===== src/rtl/inv_addkey_mixcol_stage.sv =====
// AES decryption round stage: AddRoundKey on accept, then column-serial InvMixColumns.
// COLS_PER_CYCLE columns are transformed per cycle; the final round skips the mix.
module mix_column_helper (
    input  logic [31:0] col_in,
    output logic [31:0] col_out
);
    function automatic logic [7:0] xt(input logic [7:0] b);
        return {b[6:0], 1'b0} ^ (b[7] ? 8'h1b : 8'h00);
    endfunction

    logic [7:0] a [4];
    logic [7:0] x2 [4];
    logic [7:0] x4 [4];
    logic [7:0] x8 [4];
    logic [7:0] m9 [4];
    logic [7:0] mb [4];
    logic [7:0] md [4];
    logic [7:0] me [4];

    // Row 0 is the MSB byte of the column.
    for (genvar r = 0; r < 4; r++) begin : g_byte
        assign a[r]  = col_in[31 - 8*r -: 8];
        assign x2[r] = xt(a[r]);
        assign x4[r] = xt(x2[r]);
        assign x8[r] = xt(x4[r]);
        assign m9[r] = x8[r] ^ a[r];
        assign mb[r] = x8[r] ^ x2[r] ^ a[r];
        assign md[r] = x8[r] ^ x4[r] ^ a[r];
        assign me[r] = x8[r] ^ x4[r] ^ x2[r];
    end

    assign col_out[31:24] = me[0] ^ mb[1] ^ md[2] ^ m9[3];
    assign col_out[23:16] = m9[0] ^ me[1] ^ mb[2] ^ md[3];
    assign col_out[15:8]  = md[0] ^ m9[1] ^ me[2] ^ mb[3];
    assign col_out[7:0]   = mb[0] ^ md[1] ^ m9[2] ^ me[3];
endmodule

// state | meaning
// IDLE  | in_ready=1, waiting for a state; accept registers state_in ^ round_key
// MIX   | replacing COLS_PER_CYCLE columns of work per cycle with InvMixColumns output
// DONE  | out_valid=1, state_out=work held until out_ready
module inv_addkey_mixcol_stage #(
    parameter int COLS_PER_CYCLE = 1
) (
    input  logic         clk,
    input  logic         rst_n,
    input  logic         in_valid,
    output logic         in_ready,
    input  logic [127:0] state_in,
    input  logic [127:0] round_key,
    input  logic         last_round,
    output logic         out_valid,
    input  logic         out_ready,
    output logic [127:0] state_out,
    output logic         busy
);
    if (!(COLS_PER_CYCLE == 1 || COLS_PER_CYCLE == 2 || COLS_PER_CYCLE == 4)) begin : g_bad_cols
        $error("COLS_PER_CYCLE must be 1, 2 or 4");
    end

    localparam logic [1:0] STEP     = 2'(COLS_PER_CYCLE);
    localparam logic [1:0] LAST_IDX = 2'(4 - COLS_PER_CYCLE);

    typedef enum logic [1:0] {
        IDLE = 2'd0,
        MIX  = 2'd1,
        DONE = 2'd2
    } state_t;

    state_t            state, state_nxt;
    logic [3:0][31:0]  work;        // work[3] is column 0
    logic [1:0]        col_idx;
    logic              accept;
    logic [31:0]       mix_in  [COLS_PER_CYCLE];
    logic [31:0]       mix_out [COLS_PER_CYCLE];

    assign accept = in_valid && (state == IDLE);

    for (genvar g = 0; g < COLS_PER_CYCLE; g++) begin : g_mix
        logic [1:0] col_sel;
        assign col_sel   = col_idx + 2'(g);
        assign mix_in[g] = work[2'd3 - col_sel];
        mix_column_helper u_helper (
            .col_in  (mix_in[g]),
            .col_out (mix_out[g])
        );
    end

    always_ff @(posedge clk or negedge rst_n) begin
        if (!rst_n) begin
            state <= IDLE;
        end else begin
            state <= state_nxt;
        end
    end

    always_comb begin
        state_nxt = state;
        case (state)
            IDLE: if (accept) state_nxt = last_round ? DONE : MIX;
            MIX:  if (col_idx == LAST_IDX) state_nxt = DONE;
            DONE: if (out_ready) state_nxt = IDLE;
            default: state_nxt = IDLE;
        endcase
    end

    always_comb begin
        in_ready  = 1'b0;
        out_valid = 1'b0;
        busy      = 1'b1;
        state_out = '0;
        case (state)
            IDLE: begin
                in_ready = 1'b1;
                busy     = 1'b0;
            end
            DONE: begin
                out_valid = 1'b1;
                state_out = work;
            end
            default: ;
        endcase
    end

    always_ff @(posedge clk or negedge rst_n) begin
        if (!rst_n) begin
            work    <= '0;
            col_idx <= 2'd0;
        end else if (accept) begin
            work    <= state_in ^ round_key;
            col_idx <= 2'd0;
        end else if (state == MIX) begin
            for (int g = 0; g < COLS_PER_CYCLE; g++) begin
                work[2'd3 - (col_idx + 2'(g))] <= mix_out[g];
            end
            col_idx <= col_idx + STEP;
        end
    end
endmodule


===== config.mk =====
export PLATFORM = sky130hd
export DESIGN_NAME = inv_addkey_mixcol_stage
export DESIGN_NICKNAME = d
export VERILOG_FILES = /design/src/rtl/inv_addkey_mixcol_stage.sv
export SDC_FILE = /design/constraint.sdc
export NUM_CORES = 1
export LEC_CHECK = 0
export BUFFER_PORTS_ARGS = -buffer_cell sky130_fd_sc_hd__buf_4
export CAP_MARGIN = 20
export CORE_MARGIN = 2
export CORE_UTILIZATION = 45
export DETAILED_ROUTE_END_ITERATION = 7
export HOLD_SLACK_MARGIN = 0.15
export MAX_ROUTING_LAYER = met4
export PLACE_DENSITY = 0.74
export RECOVER_POWER = 25
export SLEW_MARGIN = 20
export SYNTH_ARGS = -nofsm -noshare
export SYNTH_HDL_FRONTEND = slang
export SYNTH_SLANG_ARGS = --single-unit
export TNS_END_PERCENT = 30

===== constraint.sdc =====
create_clock -name clk -period 7.85 [get_ports clk]
set_input_delay 0.785 -clock clk [delete_from_list [all_inputs] [get_ports clk]]
set_output_delay 0.785 -clock clk [all_outputs]
set_load 0.01 [all_outputs]

# Word-level counts from Yosys, hierarchy flattened

Index checks and enable logic that the tools add are counted.

Register bits: 132
Bits of input ports: 261

$add $sub $neg: 2
$lt $le $gt $ge: 2
Eq/ne operators: 6
Multiplexer cells: 30
Bitwise logic cells: 49
Reduce and logical (&&, ||, !) cells: 5

Operators by type and width:

| cell                                                               | number |
|---|---|
| two-way mux 128 bit                                                | 3 |
| bitwise XOR 8 bit                                                  | 48 |
| bitwise mux 128 bit                                                | 1 |
| bitwise XOR 128 bit                                                | 1 |
| binary-select mux 32 bit (select 2 bit)                            | 1 |
| demux 32 bit (select 2 bit)                                        | 1 |
| two-way mux 32 bit                                                 | 2 |
| two-way mux 5 bit                                                  | 12 |
| two-way mux 2 bit                                                  | 6 |
| != test 2 bit (second input constant)                              | 3 |
| one-hot mux 2 bit (3 select lines)                                 | 1 |
| equality test 2 bit (second input constant)                        | 2 |
| < comparator 2 x 3 -> 1 bit (second input constant)                | 1 |
| two-way mux 1 bit                                                  | 3 |
| AND reduction 3 bit                                                | 1 |
| adder 2 x 1 -> 2 bit (second input constant)                       | 1 |
| equality test 2 x 1 -> 1 bit (second input constant)               | 1 |
| greater-or-equal comparator 2 x 1 -> 1 bit (second input constant) | 1 |
| logical AND 1 bit                                                  | 2 |
| zero test 2 bit                                                    | 1 |
| nonzero test 2 bit                                                 | 1 |
| subtractor 2 bit (first input constant)                            | 1 |

# Longest topological paths before layout

Word-level depth: 17
Gate-level depth with buffers: 10

# Hierarchy

Synthesis repeated with hierarchy kept, for this count alone.

Cell total of the unflattened synthesis: 993
Area total of the unflattened synthesis: 10436.3 sq um

Modules (own cells, without submodules):

| module                  | instances | cells an instance | area an instance (sq um) | sequential area each (sq um) |
|---|---|---|---|---|
| inv_addkey_mixcol_stage | 1         | 779               | 8356.8                   | 3303.2 |
| mix_column_helper       | 1         | 214               | 2079.5                   | 0.0 |

# Worst setup path after synthesis

Ideal clock, no wire load.

Path kind: reg-to-reg
From: reg col_idx[0]
To: reg work[35] in the netlist's numbering
Setup time: 77 ps
Arrival: 3025 ps
Data required time: 7773 ps
Slack: 4747 ps
Stages on the path, launching flop included: 11
Period minus slack after synthesis: 3103 ps
Cells stage by stage: dfrtp_1 -> buf_6 -> buf_6 -> mux4_2 -> buf_2 -> xnor2_1 -> xnor3_1 -> xnor3_1 -> xnor2_1 -> nand3_1 -> a21oi_1

Longest elaborated chain between the ends: 15
Elaborated cells between the ends (all ways): 43

Ends and longest elaborated chain:

| item                                                   | RTL line | RTL |
|---|---|---|
| start, declared                                        | 72       | `logic [1:0] col_idx;` |
| start signal, assigned                                 | 136      | `col_idx <= col_idx + STEP;` |
| subtractor 2 bit (*)                                   | 82, 134  |  |
| binary-select mux 32 bit (select 2 bit)                | 82       | `assign mix_in[g] = work[2'd3 - col_sel];` |
| two-way mux 32 bit (not written as such)               | 82       |  |
| two-way mux 5 bit or bitwise XOR 8 bit (tied branches) | 8        | `return {b[6:0], 1'b0} ^ (b[7] ? 8'h1b : 8'h00);` |
| bitwise XOR 8 bit                                      | 8        |  |
| bitwise XOR 8 bit or two-way mux 5 bit (tied branches) | 8        |  |
| bitwise XOR 8 bit                                      | 8        |  |
| bitwise XOR 8 bit (on tied branches) (2 in series)     | 27, 28   |  |
| bitwise XOR 8 bit (3 in series)                        | 35       | `assign col_out[7:0] = mb[0] ^ md[1] ^ m9[2] ^ me[3];` |
| bitwise mux 128 bit (*)                                | 134      | `work[2'd3 - (col_idx + 2'(g))] <= mix_out[g];` |
| two-way mux 128 bit (*)                                | 132      | `end else if (state == MIX) begin` |
| two-way mux 128 bit (*)                                | 129      | `end else if (accept) begin` |
| end signal, assigned                                   | 130      | `work <= state_in ^ round_key;` |
| end signal, assigned by index                          | 134      |  |
| end, declared                                          | 71       | `logic [3:0][31:0] work;` |

Mark *: on every way between the ends. The rest lies on a longest branch, timed or not. The select of a mux whose other input is x is not followed.
A chain may end at the register's enable or synchronous reset.

==> impl_metrics.csv <==
group,metric,value,unit
cts,cts_tree,"yes",
outcome,status,"finished, violations left",
drt,met3WireLength,2797,um
worst_hold_path,hp-class,"reg -> reg",
cts,cts_max_level,4,
synth,synth_edf_count,0,
floorplanning,start_util,0.4579,
sta,max_freq,212.7,MHz
floorplanning,die_area,25060,um^2
synth,synth_top_area_frac,0.3083,
sta,min_period,4702,ps
synth,syn_area_per_cell,10.00,um^2
grt,grt_pass1_wl,54090,um
drt,drtIter0Drc,654,
synth,yosys_warnings,0,
critical_path,cp.arrival,4780,ps
critical_path,timing.rr.end,"work[20]$_DFFE_PN0P_",
critical_path,cp-endpoint,"col_idx[0]$_DFFE_PN0P_",
synth,netlist_area,10720,um^2
sta,fin_skew,11.81,ps
cts,post_cts_resized,0,
synth,syn_nets,1336,
drt,dr.pass1.iters,5,
drt,routed_via_density,5.550,
grt,grt_max_degree,78,
critical_path,cpLargestDelayFamily,"buffers and inverters",
grt,grt.overflow.total,0,
synth,netlist_top_cells_area,"dfrtp_1, xnor2_1, xor2_1, and2_1, mux4_2",
drt,drc_errors,0,
drt,highest_layer,"met4",
critical_path,cp_max_fo,70,
grt,grt_pass1_vias,9594,
sta,maxSlewHeadroom,-1.276,
drt,antenna_left,0,
synth,async_reset_ff_frac,1.000,
sta,hold_violations,0,
synth,ys.flop_type,"dfrtp_1",
synth,synth_common_cells,"xnor2_1, and2_1, dfrtp_1",
outcome,violations,"max-capacitance violations, max-slew violations",
critical_path,crit_buf_inv,2,
critical_path,crit_chain,"clkbuf_1, clkbuf_2",
floorplanning,die_h,158.3,um
cts,clock_latency,420,ps
finish,nets,1676,
sta,rsz0062_at_grt,"no",
critical_path,cp.depth,2,
critical_path,start_kind,"input pin",
drt,dr_total_vias,9674,
drt,wl,36180,um
cts,cts_made_buffers,17,
cts,clock_path_buffers,2,
floorplanning,die_w,158.3,um
drt,wl_met2,18420,um
drt,wl_met1,14130,um
sta,whs,511.9,ps
critical_path,rr_startpoint,"col_idx[1]$_DFFE_PN0P_",
sta,tightestPinTransition,3414,ps
sta,tns,0,ps
synth,ys_types,38,
critical_path,critPathRequiredTime,7930,ps
place,gp_congestion,0.9915,
sta,finalSetupViolations,0,
sta,finalCritPeriodShare,0.5990,
finish,drive_gt1_frac,0.3385,
critical_path,setup.worst_path.class,"in -> async",
cts,cts.sinks,132,
grt,grt_usage,0.2962,
finish,diodes,0,
finish,fin_util,0.6144,
place,preCtsSetupSlack,3788,ps
floorplanning,io_pins,392,
critical_path,cp-end-kind,"async pin",
cts,postCtsSetupBuffers,0,
floorplanning,num_rows,56,
cts,path_clk_slew,60,ps
cts,root_buffer,"clkbuf_16",
synth,syn_inst,1071,
sta,setup_slack,3148,ps
critical_path,cpMaxStageDelayCell,"clkbuf_1",
floorplanning,core_area,23400,um^2
sta,finalMaxSlewViolations,172,
critical_path,startpoint,"rst_n",
place,dp_hpwl,27380,um
job,maxCapViolations,3,
critical_path,ff2ff_path_depth,6,
drt,wire_per_inst,20.76,um
critical_path,max_stage_delay,2360,ps
synth,yosys.cell_count.top_type,"xnor2_1",
synth,synth-seq-cells,132,
synth,yosysSeqAreaShare,0.3083,
place,io_buffer_count,391,
cts,postCtsHoldBufs,0,
grt,antenna_found_initial,0,
synth,post-synth-top-area-cell,"dfrtp_1",
finish,area_growth,34.18,%
critical_path,rrSetupSlack,3280,ps
[per-layer routing]
layer | vias up | track usage
li1 | 4392 | -
met1 | 4754 | 0.3668
met2 | 461 | 0.4975
met3 | 67 | 0.05471
met4 | 0 | 0.08837
met5 | - | -
[cells in the final DEF, fill, tap and decap left out, types with 4 or more instances in the layout]
master / count
buf_4: 394
xnor2_1: 142
and2_1: 131
dfrtp_1: 131
xor2_1: 128
o21ai_0: 95
a21oi_1: 80
o21a_1: 45
o22ai_1: 40
nand2_1: 33
mux4_2: 32
xnor3_1: 27
nor2_1: 21
a22oi_1: 17
clkbuf_16: 17
nand3_1: 15
xnor2_2: 10
a211oi_1: 8
o221ai_1: 8
inv_6: 5
ha_1: 4
[how the worst min path moves through the flow]
stage	startpoint	endpoint	slack (ps)	depth (start not counted)
6_report	work[53]$_DFFE_PN0P_	work[53]$_DFFE_PN0P_	510	1
4_1_cts	rst_n	work[56]$_DFFE_PN0P_	350	1
2_1_floorplan	state[1]$_DFFE_PN0P_	state[0]$_DFFE_PN0P_	470	1
5_1_grt	work[121]$_DFFE_PN0P_	work[121]$_DFFE_PN0P_	530	1
3_3_place_gp	work[2]$_DFFE_PN0P_	work[2]$_DFFE_PN0P_	490	1
3_5_place_dp	work[53]$_DFFE_PN0P_	work[53]$_DFFE_PN0P_	500	1
[through the flow]
step	instances	instance area (um^2)
final	1743	14380
after global routing	1743	14380
after CTS	1743	14390
after detailed placement	1711	13790
after global placement	1710	13770
after floorplan	1071	10720
[flip-flops by register name (all words and copies together) (netlist names)]
signal,flops
work,128
col_idx,2
state,2
[logic make-up after synthesis]
kind of cell	after synthesis	synth area share
XOR/XNOR	317	0.3154
buffers and inverters	79	0.03293
flip-flops	132	0.3083
AO/OA/AOI/OAI	298	0.1638
AND/OR/NAND/NOR	208	0.1066
adder cells (fa/ha/maj)	4	0.004671
multiplexers	33	0.06831
[cell type report]
type | instances | area, um^2
clock inverters | 14 | 173.9
flip-flops and latches | 132 | 3304
well taps | 319 | 399.1
multi-input cells | 860 | 7078
repair buffers | 397 | 2982
inverters | 3 | 11.26
clock buffers | 18 | 429.2
fillers | 2095 | 9025
Power is not shown: default switching activity piles up to over one toggle a cycle in this logic, so the estimate is an artifact.
